$ cat src/rtl/tiger_avalon_pkg.sv
// Shared constants and helpers for the tiger Avalon-MM register slave.
package tiger_avalon_pkg;

    localparam int AV_DATA_W = 32;
    localparam int AV_BE_W   = 4;
    localparam logic [AV_DATA_W-1:0] AV_ERR_DATA = 32'hDEAD_BEEF;

    localparam int AV_LAT_MIN  = 1;
    localparam int AV_LAT_MAX  = 4;
    localparam int AV_PEND_MIN = 1;
    localparam int AV_PEND_MAX = 4;
    localparam int AV_PEND_W   = 3;

    function automatic logic [AV_DATA_W-1:0] be_merge(
        input logic [AV_DATA_W-1:0] old_word,
        input logic [AV_DATA_W-1:0] new_word,
        input logic [AV_BE_W-1:0]   be
    );
        logic [AV_DATA_W-1:0] r;
        r = old_word;
        for (int b = 0; b < AV_BE_W; b++)
            if (be[b]) r[8*b +: 8] = new_word[8*b +: 8];
        return r;
    endfunction

endpackage

$ cat src/rtl/tiger_avalon_read_pipe.sv
// Fixed-latency read return path: valid+data shift register feeding the
// registered readdata/readdatavalid outputs.
module tiger_avalon_read_pipe
    import tiger_avalon_pkg::*;
#(
    parameter int READ_LATENCY = 2
) (
    input  logic                 clk,
    input  logic                 reset,
    input  logic                 in_valid,
    input  logic [AV_DATA_W-1:0] in_data,
    output logic                 ret_next,
    output logic [AV_DATA_W-1:0] avs_readdata,
    output logic                 avs_readdatavalid
);

    logic [AV_DATA_W-1:0] ret_data;

    // ret_next marks the entry that becomes readdatavalid on the next edge;
    // the slave retires its pending count on it so the slot frees one cycle early.
    if (READ_LATENCY == 1) begin : g_lat1
        assign ret_next = in_valid;
        assign ret_data = in_data;
    end else begin : g_latn
        logic [READ_LATENCY-2:0]                vld_pipe;
        logic [READ_LATENCY-2:0][AV_DATA_W-1:0] dat_pipe;

        always_ff @(posedge clk or posedge reset) begin
            if (reset) begin
                vld_pipe <= '0;
                dat_pipe <= '0;
            end else begin
                for (int k = READ_LATENCY - 2; k > 0; k--) begin
                    vld_pipe[k] <= vld_pipe[k-1];
                    dat_pipe[k] <= dat_pipe[k-1];
                end
                vld_pipe[0] <= in_valid;
                dat_pipe[0] <= in_data;
            end
        end

        assign ret_next = vld_pipe[READ_LATENCY-2];
        assign ret_data = dat_pipe[READ_LATENCY-2];
    end

    always_ff @(posedge clk or posedge reset) begin
        if (reset) begin
            avs_readdatavalid <= 1'b0;
            avs_readdata      <= '0;
        end else begin
            avs_readdatavalid <= ret_next;
            if (ret_next) avs_readdata <= ret_data;
        end
    end

endmodule

$ cat src/rtl/tiger_avalon_slave.sv
// Avalon-MM register slave: byte-enabled register bank, local hw write port,
// pipelined fixed-latency reads with waitrequest bounding outstanding reads.
module tiger_avalon_slave
    import tiger_avalon_pkg::*;
#(
    parameter int NUM_REGS     = 16,
    parameter int READ_LATENCY = 2,
    parameter int MAX_PENDING  = 4
) (
    input  logic                          clk,
    input  logic                          reset,
    input  logic [31:0]                   avs_address,
    input  logic                          avs_read,
    input  logic                          avs_write,
    input  logic [AV_DATA_W-1:0]          avs_writedata,
    input  logic [AV_BE_W-1:0]            avs_byteenable,
    output logic [AV_DATA_W-1:0]          avs_readdata,
    output logic                          avs_waitrequest,
    output logic                          avs_readdatavalid,
    input  logic                          hw_we,
    input  logic [$clog2(NUM_REGS)-1:0]   hw_index,
    input  logic [AV_DATA_W-1:0]          hw_data,
    output logic [AV_DATA_W*NUM_REGS-1:0] reg_out,
    output logic                          addr_err
);

    localparam int IDX_W = $clog2(NUM_REGS);

    logic [NUM_REGS-1:0][AV_DATA_W-1:0] regs_q, regs_d;
    logic [AV_PEND_W-1:0]               pending;
    logic [IDX_W-1:0]                   bus_idx;
    logic                               out_of_range;
    logic                               rd_acc, wr_acc, wr_ok, err_d, ret_next;
    logic [AV_DATA_W-1:0]               rd_snap;
    logic                               unused_addr_lsb;

    assign unused_addr_lsb = ^avs_address[1:0];
    assign bus_idx         = avs_address[2+IDX_W-1:2];
    assign out_of_range    = |avs_address[31:2+IDX_W];

    assign avs_waitrequest = avs_read && (pending == AV_PEND_W'(MAX_PENDING));
    assign rd_acc          = avs_read && !avs_waitrequest;
    assign wr_acc          = avs_write && !avs_waitrequest;
    // A write riding alongside a read is illegal and dropped.
    assign wr_ok           = wr_acc && !avs_read && !out_of_range;
    assign err_d           = (rd_acc && out_of_range) ||
                             (wr_acc && (avs_read || out_of_range));
    assign rd_snap         = out_of_range ? AV_ERR_DATA : regs_q[bus_idx];

    // hw write first, bus write merged over it so enabled lanes win.
    always_comb begin
        regs_d = regs_q;
        if (hw_we) regs_d[hw_index] = hw_data;
        if (wr_ok) regs_d[bus_idx] = be_merge(regs_d[bus_idx], avs_writedata, avs_byteenable);
    end

    always_ff @(posedge clk or posedge reset) begin
        if (reset) begin
            regs_q   <= '0;
            pending  <= '0;
            addr_err <= 1'b0;
        end else begin
            regs_q   <= regs_d;
            pending  <= pending + AV_PEND_W'(rd_acc) - AV_PEND_W'(ret_next);
            addr_err <= err_d;
        end
    end

    assign reg_out = regs_q;

    tiger_avalon_read_pipe #(
        .READ_LATENCY(READ_LATENCY)
    ) u_read_pipe (
        .clk              (clk),
        .reset            (reset),
        .in_valid         (rd_acc),
        .in_data          (rd_snap),
        .ret_next         (ret_next),
        .avs_readdata     (avs_readdata),
        .avs_readdatavalid(avs_readdatavalid)
    );

endmodule

$ cat config.mk
export PLATFORM = sky130hd
export DESIGN_NAME = tiger_avalon_slave
export DESIGN_NICKNAME = d
export VERILOG_FILES = /design/src/rtl/tiger_avalon_pkg.sv /design/src/rtl/tiger_avalon_read_pipe.sv /design/src/rtl/tiger_avalon_slave.sv
export SDC_FILE = /design/constraint.sdc
export NUM_CORES = 2
export LEC_CHECK = 0
export BUFFER_PORTS_ARGS = -buffer_cell sky130_fd_sc_hd__buf_2
export CORE_MARGIN = 2
export CORE_UTILIZATION = 23
export CTS_CLUSTER_DIAMETER = 100
export DETAILED_ROUTE_END_ITERATION = 10
export GPL_TIMING_DRIVEN = 1
export PLACE_DENSITY_LB_ADDON = 0.2
export SKIP_LAST_GASP = 1
export SYNTH_ARGS = -nofsm -noshare
export SYNTH_HDL_FRONTEND = slang
export SYNTH_SLANG_ARGS = --single-unit
$ cat constraint.sdc
create_clock -name clk -period 21.1 [get_ports clk]
set_input_delay 4.22 -clock clk [delete_from_list [all_inputs] [get_ports clk]]
set_output_delay 4.22 -clock clk [all_outputs]
set_load 0.03 [all_outputs]
Yosys cells after proc, flatten, opt, wreduce, memory -nomap -nowiden:

Cells that the tools add are included.

* bits in registers: 582
* input port bits: 109
* output and inout port bits: 547
* word-level logic and storage cells: 65

* add/subtract/negate cells: 2
* order comparisons: 4
* equality and inequality tests: 1
* multiplexer cells: 21
* reductions and logical operators: 15

Operator list (count)
* $bwmux W512: 2
* $mux W512: 2
* $bmux W32 S4: 2
* $demux W32 S4: 2
* $mux W32: 5
* $mux W8: 8
* $reduce_or A26 Y1: 1
* $lt A4 B5 Y1 const B: 2
* $logic_and A1 B1 Y1: 9
* $ge A4 B1 Y1 const B: 2
* $add A3 B1 Y3: 1
* $eq A3 B3 Y1 const B: 1
* $logic_not A1 Y1: 3
* $sub A3 B1 Y3: 1
* $logic_or A1 B1 Y1: 2

Depth between registers and ports, before layout:

* depth after elaboration: 12
* mapped depth: 13
* gate-level depth less buffers: 8

Hierarchy:

From an unflattened synthesis, not the netlist that was laid out.

* cell total of the unflattened synthesis: 3737
* area, all modules: 37846.3 sq um

By module, submodules not included
* tiger_avalon_slave: times used 1, cells each 3634, area an instance 35646.7 sq um, seq. area each 12912.4 sq um
* tiger_avalon_read_pipe: times used 1, cells each 103, area an instance 2199.6 sq um, seq. area each 1651.6 sq um

Worst setup path after synthesis:

No wires, ideal clock.

* kind: input-to-output
* start: input port avs_read
* end: output port avs_waitrequest
* arrival time: 5002 ps
* data required time: 16880 ps
* setup slack: 11878 ps
* stages on the path: 1
* buffers on the path: 0
* cell sequence: nor3b_1

* cells in the longest elaborated chain, start to end: 1

Ends and longest elaborated chain
* start, declared: RTL line tiger_avalon_slave.sv:13 `input logic avs_read,`
* $logic_and A1 B1 Y1: RTL line tiger_avalon_slave.sv:41 `assign avs_waitrequest = avs_read && (pending == AV_PEND_W'(MAX_PENDING));`
* end, declared: RTL line tiger_avalon_slave.sv:18 `output logic avs_waitrequest,`

No other way between the ends.

Worst setup path in the final report:

Ends and elaborated chain as after synthesis.

==> metrics <==
Core ar. 163000 um^2; P per Cell Area 106 nW/um^2; vias in the first global route approximately 36000; most common cell in the synthesized netlist dfrtp_1; Die H 409 um; Reg2Reg Launch Point reg_out[463]; largest net degree at the start of global routing between 150 and 200; max cap viols 0; Max Clock Freq about 110 MHz; Buffers on Ports ~650; CP dominant cell by count buf_2; Min Clock Period, post-route a little over 9 ns; Yosys cell types 79; Worst R2R Path Depth 5; reg-to-reg endpoint reg_out[207]; min-delay worst type reg -> reg; flop-to-flop setup slack 18.26 ns; DR vias/cell between 5 and 6; min-delay src u_read_pipe.g_latn.dat_pipe[6]; Post-synth EDFFs 0; htree depth 3; Cells after Synth approximately 3800; Synth warnings 0; Seq cells post-synth 582; Fill cells 17400; DR WL met3 24400 um; top cell type's share of synthesized area roughly two fifths; worst-path fanout max 5; Worst Setup SP avs_read; Crit Path Class in -> out; Rel. slew slack 8.25%; num ports 656; initial DRC count between 3000 and 4000; number of setup buffers added after CTS 0; sequential area share after synthesis 38.6%; GRT Overall Usage between 20% and 30%; first-pass GRT wire length approximately 320000 um; unrepaired setup endpoints after global routing no; CTS tree built; Worst-path clk slew around 0.060 ns; Max stage delay on crit path 0.26 ns; starting density of the core ~23%; status finished, final reports clean; ANT nets after route 0; Post-synth top cells 582 x dfrtp_1, 355 x o21ai_0, 329 x clkbuf_1; antenna violations before repair 20; async set-reset flop share out of synthesis 100%; clk_skew about 0.028 ns; met1 WL 98900 um; die area 167000 um^2; hpwl dp around 160000 um; element type at the critical path end output port; maximum vdd drop approximately 0.000055 V; root buffer cell clkbuf_16; GP Congestion approximately 0.87; top post-synthesis cells by area dfrtp_1 39%, mux4_2 10%, mux2i_1 7.2%, mux2_2 6.1%, o21ai_0 4.7%; Critical Path AT between 4 and 5 ns; Buf+Inv Stages, Crit Path 2; hold_buf cts 0; routed vias 37400; Critical Path RT 16.88 ns; largest area contributor in the netlist dfrtp_1; Clock Latency Late Sink just under 0.7 ns; clock sinks 582; Synth Flop Type dfrtp_1; Layout area overhead 21.7%; worst path cell trace buf_2, nor3b_1, buf_2; Critical Path Sink avs_waitrequest; Routed WL 239000 um; crit path launch type input port; DR top layer met5; DR pass1 iterations 6; row count between 100 and 150; Die Wd around 410 um; Cell Area, Synth about 38000 um^2; Final #Nets approximately 4300; Synthesized Nets 3881; Final Setup Violations 0; Worst-Margin Slew 1.37 ns; average wire per standard cell 37.2 um; overall power slightly below 5 mW; setup TNS 0 ns; total gr overflow 0; crit-path leading delay family buffers and inverters; Pleak 18.9 nW; post-cts repair resize count 0; Slew Viols, Final 0; WL met2 106000 um; Post-Syn Area per Cell about 10 um^2; critical path depth in cells 3; hold slack ~0.47 ns; final core occ 28.2%; endpoints failing hold 0; DRC 0; highest-delay cell along the critical path nor3b_1; fraction of layout cells with a size suffix above 1 between 30% and 40%; period utilization 43.0%; TritonCTS Buffers 83; CTS max path bufs 3
==> report_power, final <==
| part | internal [mW] | leakage, nW | switching (mW) | total, mW |
|---|---|---|---|---|
| logic | 0.572 | 10.5 | 1.17 | 1.74 |
| clock network | 0.885 | 1.33 | 0.599 | 1.48 |
| registers | 1.34 | 7.08 | 0.296 | 1.64 |
| total | 2.80 | 18.9 | 2.07 | 4.86 |
==> registers in the layout, indices dropped and copies added, names as in the netlist <==
signal                         count
u_read_pipe.avs_readdata          32
addr_err                           1
u_read_pipe.g_latn.dat_pipe       32
u_read_pipe.ret_next               1
pending                            3
reg_out                          512
u_read_pipe.avs_readdatavalid      1
==> cell families after synthesis <==
kind of cell | Yosys count | share of synthesized area, %
AO/OA/AOI/OAI | 1195 | 20.5
XOR/XNOR | 3 | 0.0696
adder cells (fa/ha/maj) | 3 | 0.119
buffers and inverters | 467 | 5.03
flip-flops | 582 | 38.6
multiplexers | 649 | 23.6
AND/OR/NAND/NOR | 870 | 12.1
==> per-layer routing <==
metal | up-vias | track usage [%]
met3 | 414 | 8.36
met1 | 19400 | 36.2
met5 | - | 0
met4 | 4 | 10.8
met2 | 2180 | 42.0
li1 | 15400 | -
==> worst min-delay path by stage <==
stage / end / depth (start not counted) / slack [ns]
6_report: u_read_pipe.avs_readdata[6] / 1 / 0.47
5_1_grt: u_read_pipe.avs_readdata[5] / 1 / 0.49
4_1_cts: u_read_pipe.avs_readdata[1] / 1 / 0.47
3_5_place_dp: u_read_pipe.avs_readdata[15] / 1 / 0.46
3_3_place_gp: u_read_pipe.avs_readdata[14] / 1 / 0.46
2_1_floorplan: u_read_pipe.avs_readdatavalid / 0 / 0.38
==> layout by cell type (no fill, tap or decap), types with 23 or more instances in the layout <==
master     count
a31oi_1       26
buf_2        650
o211ai_1     121
mux4_2       171
clkbuf_16     85
a221oi_1      28
nand2b_1      23
or3_1         45
a211oi_1     191
o22ai_1       25
a21o_1        45
nand2_1      191
dfrtp_1      581
nand3_1      209
o21ai_0      355
nand4_1       55
a41oi_1       40
mux2i_1      272
and2_1        31
mux2_2       203
clkbuf_1      23
nor2b_1       42
buf_4        121
and3_1       130
nor2_1        45
a21oi_1      198
o31ai_1       32
==> final cells by class <==
cell class	instances	area, um^2	area share (%)
antenna	14	35.0	0.0763
clock buffer	119	2360	5.15
clock inverter	24	374	0.814
inverter	10	50.0	0.109
multi-input combinational	2720	21600	47.0
sequential	582	14600	31.7
tap	2175	2720	5.92
timing repair buffer	775	4230	9.21
==> per-stage QoR <==
stage,area (um^2),setup WS (ns),cells
after CTS,45900,12.02,6405
after floorplan,37800,0.595,3769
after detailed placement,43200,11.68,6262
final,45900,12.02,6419
after global routing,45900,11.97,6408
after global placement,43200,11.76,6262
Note: power is estimated with default switching activity, not from simulation.
